--- config.mk ---
export PLATFORM = sky130hd
export DESIGN_NAME = bf_assembler
export DESIGN_NICKNAME = d
export VERILOG_FILES = /design/src/rtl/bf_pkg.sv /design/src/rtl/bf_bracket_stack.sv /design/src/rtl/bf_assembler.sv
export SDC_FILE = /design/constraint.sdc
export NUM_CORES = 1
export LEC_CHECK = 0
export BUFFER_PORTS_ARGS = -buffer_cell sky130_fd_sc_hd__buf_2
export CAP_MARGIN = 20
export CORE_MARGIN = 3
export CORE_UTILIZATION = 60
export CTS_BUF_LIST = sky130_fd_sc_hd__clkbuf_8 sky130_fd_sc_hd__clkbuf_16
export DETAILED_ROUTE_END_ITERATION = 8
export PLACE_DENSITY_LB_ADDON = 0.25
export SETUP_SLACK_MARGIN = 0.1
export SYNTH_ARGS = -nofsm -noshare
export SYNTH_HDL_FRONTEND = slang
export SYNTH_SLANG_ARGS = --single-unit
--- constraint.sdc ---
create_clock -name clock -period 5.35 [get_ports clock]
set_clock_uncertainty 0.05 [all_clocks]
set_input_delay 1.3375 -clock clock [delete_from_list [all_inputs] [get_ports clock]]
set_output_delay 1.3375 -clock clock [all_outputs]
set_load 0.005 [all_outputs]
--- src/rtl/bf_pkg.sv ---
// Shared definitions for the brainfuck assembler front end.
// Holds the opcode encodings, the instruction field widths, the halt word, the
// error codes, the assembler FSM states, the bus payload structs and the source
// byte decoder.
package bf_pkg;

   localparam int unsigned OPCODE_W = 3;
   localparam int unsigned ARG_W    = 13;
   localparam int unsigned INSTR_W  = 16;

   localparam logic [OPCODE_W-1:0] OP_INC      = 3'd0;
   localparam logic [OPCODE_W-1:0] OP_DEC      = 3'd1;
   localparam logic [OPCODE_W-1:0] OP_RIGHT    = 3'd2;
   localparam logic [OPCODE_W-1:0] OP_LEFT     = 3'd3;
   localparam logic [OPCODE_W-1:0] OP_OUT      = 3'd4;
   localparam logic [OPCODE_W-1:0] OP_IN       = 3'd5;
   localparam logic [OPCODE_W-1:0] OP_LOOP_BEG = 3'd6;
   localparam logic [OPCODE_W-1:0] OP_LOOP_END = 3'd7;

   localparam logic [INSTR_W-1:0] HALT_WORD = 16'h0000;

   // The top address is kept free so the halt word always fits.
   localparam logic [ARG_W-1:0] ADDR_HALT_ONLY = 13'h1FFF;

   localparam logic [1:0] ERR_NONE            = 2'd0;
   localparam logic [1:0] ERR_UNMATCHED_CLOSE = 2'd1;
   localparam logic [1:0] ERR_UNMATCHED_OPEN  = 2'd2;
   localparam logic [1:0] ERR_OVERFLOW        = 2'd3;

   typedef enum logic [2:0] {
      RUN, PATCH, FLUSH_END, TERM, DONE, ERR
   } state_t;

   typedef struct packed {
      logic [OPCODE_W-1:0] op;
      logic [ARG_W-1:0]    arg;
   } instr_t;

   typedef struct packed {
      logic                valid;
      logic [OPCODE_W-1:0] op;
      logic [ARG_W-1:0]    count;
   } pend_t;

   typedef struct packed {
      logic                is_cmd;
      logic [OPCODE_W-1:0] op;
   } cmd_t;

   // Map an ASCII source byte to a command; anything else is a comment.
   function automatic cmd_t decode_char(input logic [7:0] c);
      cmd_t r;
      r.is_cmd = 1'b1;
      r.op     = OP_INC;
      case (c)
         8'h2B:   r.op = OP_INC;
         8'h2D:   r.op = OP_DEC;
         8'h3E:   r.op = OP_RIGHT;
         8'h3C:   r.op = OP_LEFT;
         8'h2E:   r.op = OP_OUT;
         8'h2C:   r.op = OP_IN;
         8'h5B:   r.op = OP_LOOP_BEG;
         8'h5D:   r.op = OP_LOOP_END;
         default: r.is_cmd = 1'b0;
      endcase
      return r;
   endfunction

   // Only the four pointer/cell arithmetic ops are run-length merged.
   function automatic logic is_mergeable(input logic [OPCODE_W-1:0] op);
      return ~op[2];
   endfunction

endpackage

--- src/rtl/bf_bracket_stack.sv ---
// LIFO of open-bracket addresses used to resolve loop targets.
// Ports: clock, reset_n (async active-low), flush (synchronous empty),
//        push/push_data, pop, top_c (entry on top), empty_c, full_c.
// Push and pop are expected to be guarded by the caller against full/empty.
module bf_bracket_stack #(
   parameter int unsigned DEPTH = 64,
   parameter int unsigned W     = 13
) (
   input  logic         clock,
   input  logic         reset_n,
   input  logic         flush,
   input  logic         push,
   input  logic         pop,
   input  logic [W-1:0] push_data,
   output logic [W-1:0] top_c,
   output logic         empty_c,
   output logic         full_c
);

   localparam int unsigned SP_W  = $clog2(DEPTH + 1);
   localparam int unsigned IDX_W = $clog2(DEPTH);

   logic [SP_W-1:0] sp_q;
   logic [W-1:0]    mem [DEPTH];

   // Stack pointer: number of valid entries.
   always_ff @(posedge clock or negedge reset_n) begin
      if (!reset_n)   sp_q <= '0;
      else if (flush) sp_q <= '0;
      else if (push)  sp_q <= sp_q + SP_W'(1);
      else if (pop)   sp_q <= sp_q - SP_W'(1);
   end

   // Storage needs no reset; the pointer alone defines validity.
   always_ff @(posedge clock) begin
      if (push && !flush) mem[IDX_W'(sp_q)] <= push_data;
   end

   assign top_c   = mem[IDX_W'(sp_q - SP_W'(1))];
   assign empty_c = (sp_q == '0);
   assign full_c  = (sp_q == SP_W'(DEPTH));

endmodule

--- src/rtl/bf_assembler.sv ---
// Brainfuck source-to-instruction assembler.
// Consumes one source byte per cycle and writes 16-bit {opcode, argument}
// words to instruction memory: run-length merges + - > <, back-patches loop
// targets through a bracket stack and terminates the image with a halt word.
// Ports: clock, reset_n, clear; in_valid/in_ready/in_char/in_last byte stream;
//        wr_en/wr_addr/wr_data memory write port; done, error, err_code,
//        prog_len status.
// Build option: define BFCORE_CANCEL_EN to let opposite ops (+/-, >/<) cancel
// against the pending run instead of starting a new instruction.
module bf_assembler
   import bf_pkg::*;
#(
   parameter int unsigned STACK_DEPTH = 64,
   parameter int unsigned MAX_RUN     = 8191
) (
   input  logic               clock,
   input  logic               reset_n,
   input  logic               clear,
   input  logic               in_valid,
   output logic               in_ready,
   input  logic [7:0]         in_char,
   input  logic               in_last,
   output logic               wr_en,
   output logic [ARG_W-1:0]   wr_addr,
   output logic [INSTR_W-1:0] wr_data,
   output logic               done,
   output logic               error,
   output logic [1:0]         err_code,
   output logic [ARG_W-1:0]   prog_len
);

   state_t             state_q, state_d;
   pend_t              pend_q, pend_d;
   logic [ARG_W-1:0]   addr_q, addr_d;
   logic               end_q, end_d;
   logic [ARG_W-1:0]   patch_dst_q, patch_dst_d;
   logic [ARG_W-1:0]   patch_src_q, patch_src_d;
   logic               in_ready_q, in_ready_d;
   logic               wr_en_q, wr_en_d;
   logic [ARG_W-1:0]   wr_addr_q, wr_addr_d;
   logic [INSTR_W-1:0] wr_data_q, wr_data_d;
   logic               done_q, done_d;
   logic               error_q, error_d;
   logic [1:0]         err_code_q, err_code_d;
   logic [ARG_W-1:0]   prog_len_q, prog_len_d;

   logic               stk_push, stk_pop, stk_flush;
   logic [ARG_W-1:0]   stk_top_c;
   logic               stk_empty_c, stk_full_c;

   logic               accept_c;
   cmd_t               cmd_c;
   instr_t             fl_word_c;
   logic [1:0]         fl_err_c;
   logic               flush_req;

   bf_bracket_stack #(
      .DEPTH (STACK_DEPTH),
      .W     (ARG_W)
   ) u_stack (
      .clock     (clock),
      .reset_n   (reset_n),
      .flush     (stk_flush),
      .push      (stk_push),
      .pop       (stk_pop),
      .push_data (addr_q),
      .top_c     (stk_top_c),
      .empty_c   (stk_empty_c),
      .full_c    (stk_full_c)
   );

   assign accept_c = in_valid && in_ready_q && (state_q == RUN) && !clear;
   assign cmd_c    = decode_char(in_char);

   // Word and error outcome of flushing the pending instruction this cycle.
   always_comb begin
      fl_word_c.op  = pend_q.op;
      fl_word_c.arg = pend_q.count;
      case (pend_q.op)
         OP_OUT, OP_IN, OP_LOOP_BEG: fl_word_c.arg = '0;
         OP_LOOP_END:                fl_word_c.arg = stk_top_c;
         default:                    ;
      endcase
      fl_err_c = ERR_NONE;
      if (pend_q.op == OP_LOOP_BEG && stk_full_c)       fl_err_c = ERR_OVERFLOW;
      else if (pend_q.op == OP_LOOP_END && stk_empty_c) fl_err_c = ERR_UNMATCHED_CLOSE;
      else if (addr_q == ADDR_HALT_ONLY)                fl_err_c = ERR_OVERFLOW;
   end

   // Next-state and output logic.
   always_comb begin
      state_d     = state_q;
      pend_d      = pend_q;
      addr_d      = addr_q;
      end_d       = end_q;
      patch_dst_d = patch_dst_q;
      patch_src_d = patch_src_q;
      wr_en_d     = 1'b0;
      wr_addr_d   = wr_addr_q;
      wr_data_d   = wr_data_q;
      done_d      = done_q;
      error_d     = error_q;
      err_code_d  = err_code_q;
      prog_len_d  = prog_len_q;
      stk_push    = 1'b0;
      stk_pop     = 1'b0;
      stk_flush   = 1'b0;
      flush_req   = 1'b0;

      case (state_q)
         RUN: begin
            if (accept_c) begin
               if (in_last) begin
                  end_d   = 1'b1;
                  state_d = FLUSH_END;
               end
               if (cmd_c.is_cmd) begin
                  if (pend_q.valid && is_mergeable(cmd_c.op) && pend_q.op == cmd_c.op &&
                      pend_q.count < ARG_W'(MAX_RUN)) begin
                     pend_d.count = pend_q.count + ARG_W'(1);
`ifdef BFCORE_CANCEL_EN
                  end else if (pend_q.valid && is_mergeable(cmd_c.op) &&
                               pend_q.op == (cmd_c.op ^ OPCODE_W'(1))) begin
                     // Opposite op undoes one step of the pending run.
                     pend_d.count = pend_q.count - ARG_W'(1);
                     if (pend_q.count == ARG_W'(1)) pend_d.valid = 1'b0;
`endif
                  end else begin
                     flush_req    = pend_q.valid;
                     pend_d.valid = 1'b1;
                     pend_d.op    = cmd_c.op;
                     pend_d.count = ARG_W'(1);
                  end
               end
            end
         end
         PATCH: begin
            // Point the matching '[' one past... at the ']' just written.
            wr_en_d        = 1'b1;
            wr_addr_d      = patch_dst_q;
            wr_data_d      = {OP_LOOP_BEG, patch_src_q};
            if (!end_q)            state_d = RUN;
            else if (pend_q.valid) state_d = FLUSH_END;
            else                   state_d = TERM;
         end
         FLUSH_END: begin
            flush_req    = pend_q.valid;
            pend_d.valid = 1'b0;
            state_d      = TERM;
         end
         TERM: begin
            prog_len_d = addr_q;
            if (!stk_empty_c) begin
               state_d    = ERR;
               error_d    = 1'b1;
               err_code_d = ERR_UNMATCHED_OPEN;
            end else begin
               wr_en_d   = 1'b1;
               wr_addr_d = addr_q;
               wr_data_d = HALT_WORD;
               done_d    = 1'b1;
               state_d   = DONE;
            end
         end
         default: ;
      endcase

      // Shared flush of the pending instruction to the next address.
      if (flush_req) begin
         if (fl_err_c != ERR_NONE) begin
            state_d    = ERR;
            error_d    = 1'b1;
            err_code_d = fl_err_c;
            prog_len_d = addr_q;
         end else begin
            wr_en_d   = 1'b1;
            wr_addr_d = addr_q;
            wr_data_d = fl_word_c;
            addr_d    = addr_q + ARG_W'(1);
            if (pend_q.op == OP_LOOP_BEG) stk_push = 1'b1;
            if (pend_q.op == OP_LOOP_END) begin
               stk_pop     = 1'b1;
               patch_dst_d = stk_top_c;
               patch_src_d = addr_q;
               state_d     = PATCH;
            end
         end
      end

      if (clear) begin
         state_d     = RUN;
         pend_d      = '0;
         addr_d      = '0;
         end_d       = 1'b0;
         wr_en_d     = 1'b0;
         wr_addr_d   = '0;
         wr_data_d   = '0;
         done_d      = 1'b0;
         error_d     = 1'b0;
         err_code_d  = ERR_NONE;
         prog_len_d  = '0;
         stk_push    = 1'b0;
         stk_pop     = 1'b0;
         stk_flush   = 1'b1;
      end

      in_ready_d = (state_d == RUN);
   end

   // State and output registers.
   always_ff @(posedge clock or negedge reset_n) begin
      if (!reset_n) begin
         state_q     <= RUN;
         pend_q      <= '0;
         addr_q      <= '0;
         end_q       <= 1'b0;
         patch_dst_q <= '0;
         patch_src_q <= '0;
         in_ready_q  <= 1'b0;
         wr_en_q     <= 1'b0;
         wr_addr_q   <= '0;
         wr_data_q   <= '0;
         done_q      <= 1'b0;
         error_q     <= 1'b0;
         err_code_q  <= ERR_NONE;
         prog_len_q  <= '0;
      end else begin
         state_q     <= state_d;
         pend_q      <= pend_d;
         addr_q      <= addr_d;
         end_q       <= end_d;
         patch_dst_q <= patch_dst_d;
         patch_src_q <= patch_src_d;
         in_ready_q  <= in_ready_d;
         wr_en_q     <= wr_en_d;
         wr_addr_q   <= wr_addr_d;
         wr_data_q   <= wr_data_d;
         done_q      <= done_d;
         error_q     <= error_d;
         err_code_q  <= err_code_d;
         prog_len_q  <= prog_len_d;
      end
   end

   assign in_ready = in_ready_q;
   assign wr_en    = wr_en_q;
   assign wr_addr  = wr_addr_q;
   assign wr_data  = wr_data_q;
   assign done     = done_q;
   assign error    = error_q;
   assign err_code = err_code_q;
   assign prog_len = prog_len_q;

endmodule

# After elaboration in Yosys (flattened, before gate mapping)
# Memory sizes are Yosys's and may differ from the RTL's.
# Index checks and enable logic that the tools add are counted.
# word_totals
reg_bits,115
wordCells,161
out_inout_bits,48
memories,1
mem_bits_rw,832
# classes
reduce_logical,33
n_addsub,4
n_bitwise,2
n_mux,80
order_cmp,1
eq_ne,23
# mem_list
memory,words,word_bits,rd,rd_ports_with_merged_regs,wr,line_no,source
u_stack.mem,64,13,1,0,1,bf_bracket_stack.sv:24,logic [W-1:0] mem [DEPTH];
# op_table
op,n
13-bit two-way mux,12
16-bit two-way mux,5
13-bit one-hot mux with 2 select lines,2
17-bit two-way mux,3
8-bit by 6-bit == test with 1-bit output (second input constant),6
1-bit two-way mux,33
16-bit one-hot mux with 2 select lines,1
13-bit by 1-bit adder with 13-bit output (second input constant),2
3-bit two-way mux,7
7-bit two-way mux,3
3-bit one-hot mux with 7 select lines,1
8-bit by 7-bit == test with 1-bit output (second input constant),2
2-bit two-way mux,8
2-bit nonzero test,8
13-bit == test (second input constant),1
13-bit less-than comparator (second input constant),1
3-bit == test (second input constant),4
3-bit one-hot mux with 4 select lines,1
1-bit logical AND,9
3-bit inequality test (second input constant),3
3-bit AND reduction,3
4-bit AND reduction,2
8-bit OR reduction,1
7-bit by 1-bit adder with 7-bit output (second input constant),1
other kinds (15),24

# Depth between registers and ports, before layout
# logic_depth
word_depth,15
depth_mapped,15
depth_no_buf,9

# By module
# Synthesis repeated with hierarchy kept, for this count alone.
# hier_totals
hier_cells,2071
hier_area_um2,38715.9
# modules_own_cells
module,area_per_inst_um2,n_inst,cells_each
bf_bracket_stack,32834.0,1,1477
bf_assembler,5881.9,1,594

# Worst setup path after synthesis
# No wires, ideal clock.
# synth_path
path_type,reg2reg
startpoint,register u_stack.sp_q[0]
endpoint,memory u_stack.mem[60][0] (enable)
period_less_slack_ns,4.677
t_arrival_ns,4.210
path_buffers,5
setup_slack_ns,0.673
path_stages_with_launch,14
path_cell_list,dfrtp_1 buf_2 buf_2 buf_2 buf_2 inv_1 ha_1 nand2b_1 o31ai_1 nor4b_1 o211a_1 clkbuf_1 nand2_1 nor4_1
# synth_via
elab_chain_cells,11
word_cells_on_any_way,13
classes_between,1 x eq/ne; 7 x mux; 5 x reduce/logical
# synth_rtl
item,line_no,source
from (decl),bf_bracket_stack.sv:23,logic [SP_W-1:0] sp_q;
from (signal assigned),bf_bracket_stack.sv:30,else if (push) sp_q <= sp_q + SP_W'(1);
from (signal assigned),bf_bracket_stack.sv:31,else if (pop) sp_q <= sp_q - SP_W'(1);
7-bit logical NOT,bf_bracket_stack.sv:40,assign empty_c = (sp_q == '0);
1-bit logical AND,bf_assembler.sv:86,else if (pend_q.op == OP_LOOP_END && stk_empty_c) fl_err_c = ERR_UNMATCHED_CLOSE;
2-bit two-way mux,bf_assembler.sv:86,
2-bit two-way mux,bf_assembler.sv:85,if (pend_q.op == OP_LOOP_BEG && stk_full_c) fl_err_c = ERR_OVERFLOW;
2-bit nonzero test,bf_assembler.sv:170,if (fl_err_c != ERR_NONE) begin
1-bit two-way mux,bf_assembler.sv:170,
1-bit two-way mux,bf_assembler.sv:169,if (flush_req) begin
1-bit two-way mux,bf_assembler.sv:190,if (clear) begin
1-bit logical AND,bf_bracket_stack.sv:36,if (push && !flush) mem[IDX_W'(sp_q)] <= push_data;
1-bit two-way mux,bf_bracket_stack.sv:36,
1-bit two-way mux (implied by the code),bf_bracket_stack.sv:36,
to (decl),bf_bracket_stack.sv:24,
# Parallel ways exist; a longest one is shown, timed or not.

# Final worst setup path
# layout_path
startpoint,register u_stack.sp_q[0]
endpoint,register wr_data_q[12] (netlist: wr_data[12])
# layout_via
elab_chain_cells,8
word_cells_on_any_way,15
classes_between,1 x add/sub; 1 x eq/ne; 8 x mux; 4 x reduce/logical; 1 x memory
# layout_rtl
item,line_no,source
"parallel branches: the longest is 6 deep, another holds memory 64 x 13 bit",-,
16-bit two-way mux *,bf_assembler.sv:169,
16-bit two-way mux *,bf_assembler.sv:190,
named net wr_data_d[12],bf_assembler.sv:41,"logic [INSTR_W-1:0] wr_data_q, wr_data_d;"
to (signal assigned),bf_assembler.sv:237,wr_data_q <= wr_data_d;
to (decl),bf_assembler.sv:41,
# Mark *: on every way through the listed nets, which the timed path passes.
# A chain may end at the register's enable or synchronous reset.

==> impl_metrics.tcl <==
set metrics [dict create \
    status "finished clean" \
    p_int_mw 11.6 \
    max_slew_margin 0.272 \
    antenna_found_initial 3 \
    p_leak_nw 15.6 \
    core-area_um2 63200 \
    p_switching_mw 2.80 \
    drt-total-wl_mm 92.9 \
    layout_commonest_cell "edfxtp_1" \
    setup_viol 0 \
    grt_pass1_wl_mm 139 \
    synth_top_area_cell "edfxtp_1" \
    switching_share 0.195 \
    power.density_nw_per_um2 333 \
    drc_errors 0 \
    period_share 0.856 \
    start_util 0.607 \
    nNetsFinal 2175 \
    path_class "register to register" \
    io_buffers 60 \
    cts.hold.buffers_added 0 \
    synth_nets 2027 \
    setup_tns_ns 0 \
    fin_crit_ns 4.58 \
    fillers 3865 \
    synthDistinctLibCells 76 \
    cp.arrival_ns 4.98 \
    seq_area_frac_synth 0.726 \
    slew_violations 0 \
    worst_setup_path_start_kind "register" \
    netlist_area_um2 38400 \
    hold_path.class "register to register" \
    drive_gt1_frac 0.292 \
    clkTransAtPathRegs_ns 0.06 \
    ctsResizeCount 0 \
    rows 92 \
    path_max_fanout 60 \
    via_count 21100 \
    grt-ovfl-total 0 \
    h-tree-depth 3 \
    ys_seq_elements 947 \
    grt_pass1_vias 21000 \
    holdWs_ns 0.437 \
    cts_made_buffers 92 \
    die_x_um 259 \
    power.share.combinational 0.010 \
    grt_max_degree 87 \
    synth-edff-count 832 \
    setup.worst_path.end_class "register" \
    ios 61 \
    clk-insertion-delay-late_ns 0.63 \
    antenna_cells 0 \
    synthFlopType "edfxtp_1" \
    syn_avg_cell_area_um2 19.1 \
    async_flop_share 0.121 \
    synthTopCellsByArea "edfxtp_1 65%, mux4_2 14%, dfrtp_1 7.5%" \
    cts_buffer_depth 3 \
    drtAntennaViolNets 0 \
    dpl-instance-area_um2 40200 \
    wire_per_inst_um 30.2 \
    gp_congestion 0.901 \
    peakVddDrop_v 0.000241 \
    max_cap_viol_count 0 \
    drt-vias-per-instance 6.87 \
    p_total_mw 14.4 \
    clockPowerShare 0.436 \
    design_area_um2 43200 \
    synthCells 2009 \
    cts_tree "built" \
    hpwl_mm 53.8 \
    hold_viol 0 \
    clock_sinks 947 \
    postCtsSetupBuffers 0 \
    critPathRequiredTime_ns 5.75 \
    track_usage 0.282 \
    rsz0062_at_grt "no" \
    firstDrtPassIters 8 \
    timing.fmax_mhz 218 \
    area_delta_synth_final_pct 12.6 \
    cts_root_buf "clkbuf_16" \
    synth_top_area_frac 0.651 \
    final_cell_mix "832 x edfxtp_1, 238 x mux4_2, 118 x buf_4, 101 x dfrtp_1, 94 x clkbuf_16" \
    die_h_um 259 \
    worst_pin_slew_ns 1.09 \
    power_frac_seq 0.554 \
    yosysWarnings 0 \
    dieArea_um2 67000 \
    drt_iter0_markers 3239 \
]
[state kept, by name, summed over array words and instances (netlist names)]
register / count
u_stack.mem: 832
wr_data: 16
pend_q: 14
addr_q: 13
patch_dst_q: 13
patch_src_q: 13
prog_len: 13
wr_addr: 13
u_stack.sp_q: 7
fl_word_c: 3
state_q: 3
err_code: 2
done: 1
end_q: 1
error: 1
in_ready: 1
wr_en: 1
[layer usage]
metal / GRT usage / vias up / share of wire
li1: - / 8634 / -
met1: 0.422 / 11100 / 0.40
met2: 0.432 / 1226 / 0.47
met3: 0.0501 / 169 / 0.094
met4: 0.0910 / 2 / 0.032
met5: 0 / - / 0.00014
[cell usage after synthesis (all sizes together), types with 8 or more instances]
cell type	n
a211oi	32
a21oi	46
a222oi	11
a22o	14
a22oi	39
a31oi	11
and3	8
buf	56
clkbuf	73
dfrtp	115
edfxtp	832
inv	16
mux2	58
mux4	238
nand2	65
nand3	42
nand4	10
nor2	90
nor2b	16
nor3	25
nor3b	15
nor4	14
o211ai	13
o21ai	37
o221ai	11
o22ai	19
o31ai	11
or4	8
[kinds of logic after synthesis]
group / count (synthesis) / synth area share
flops: 947 / 0.726
simple gates: 323 / 0.0430
mux: 296 / 0.157
compound gates: 281 / 0.0527
buf+inv: 146 / 0.0165
xor+xnor: 11 / 0.00300
fa+ha+maj: 5 / 0.00163
[through the flow]
step | std cells | worst slack [ns] | util
3_5_place_dp | 2907 | 0.938 | 0.636
6_report | 3077 | 0.771 | 0.683
4_1_cts | 3075 | 0.756 | 0.683
3_3_place_gp | 2907 | 1.05 | 0.636
2_1_floorplan | 2009 | 0.673 | -
5_1_grt | 3077 | 0.544 | 0.683
[power by group through the flow]
stage | clock, mW | sequential (mW) | combinational [mW]
3_3_place_gp | 0 | 8.11 | 0.140
6_report | 6.26 | 7.95 | 0.147
5_1_grt | 6.60 | 7.95 | 0.159
2_1_floorplan | 0 | 8.11 | 0.0789
4_1_cts | 6.33 | 7.95 | 0.145
3_5_place_dp | 0 | 8.11 | 0.144
[critical path, cell delays in order (launching register included)]
cell and delay [ns]:
dfrtp_4 0.82, inv_1 0.27, ha_4 0.68, buf_12 0.34
mux4_2 0.46, mux4_2 0.50, a22oi_1 0.34, nand2_1 0.15
a2111oi_0 0.52, a211oi_1 0.13
[final cells by class]
type / count / area [um^2] / share of cell area
sequential: 947 / 27900 / 0.646
multi-input combinational: 916 / 9940 / 0.230
clock buffer: 97 / 2390 / 0.0554
timing repair buffer: 183 / 1310 / 0.0303
tap: 846 / 1060 / 0.0245
clock inverter: 71 / 522 / 0.0121
inverter: 17 / 63.8 / 0.00148
[worst paths after layout]
path,start,to,slack [ns],cells past startpoint
setup / recovery,u_stack.sp_q[0],wr_data[12],0.77,9
min in group asynchronous,reset_n,patch_src_q[9],0.61,1
hold / removal,patch_src_q[11],patch_src_q[11],0.44,2
max in group asynchronous,reset_n,addr_q[10],3.69,2
hold reg to reg,patch_src_q[11],patch_src_q[11],0.44,2
setup reg to reg,u_stack.sp_q[0],wr_data[12],0.77,9
Note: power is estimated with default switching activity, not from simulation.
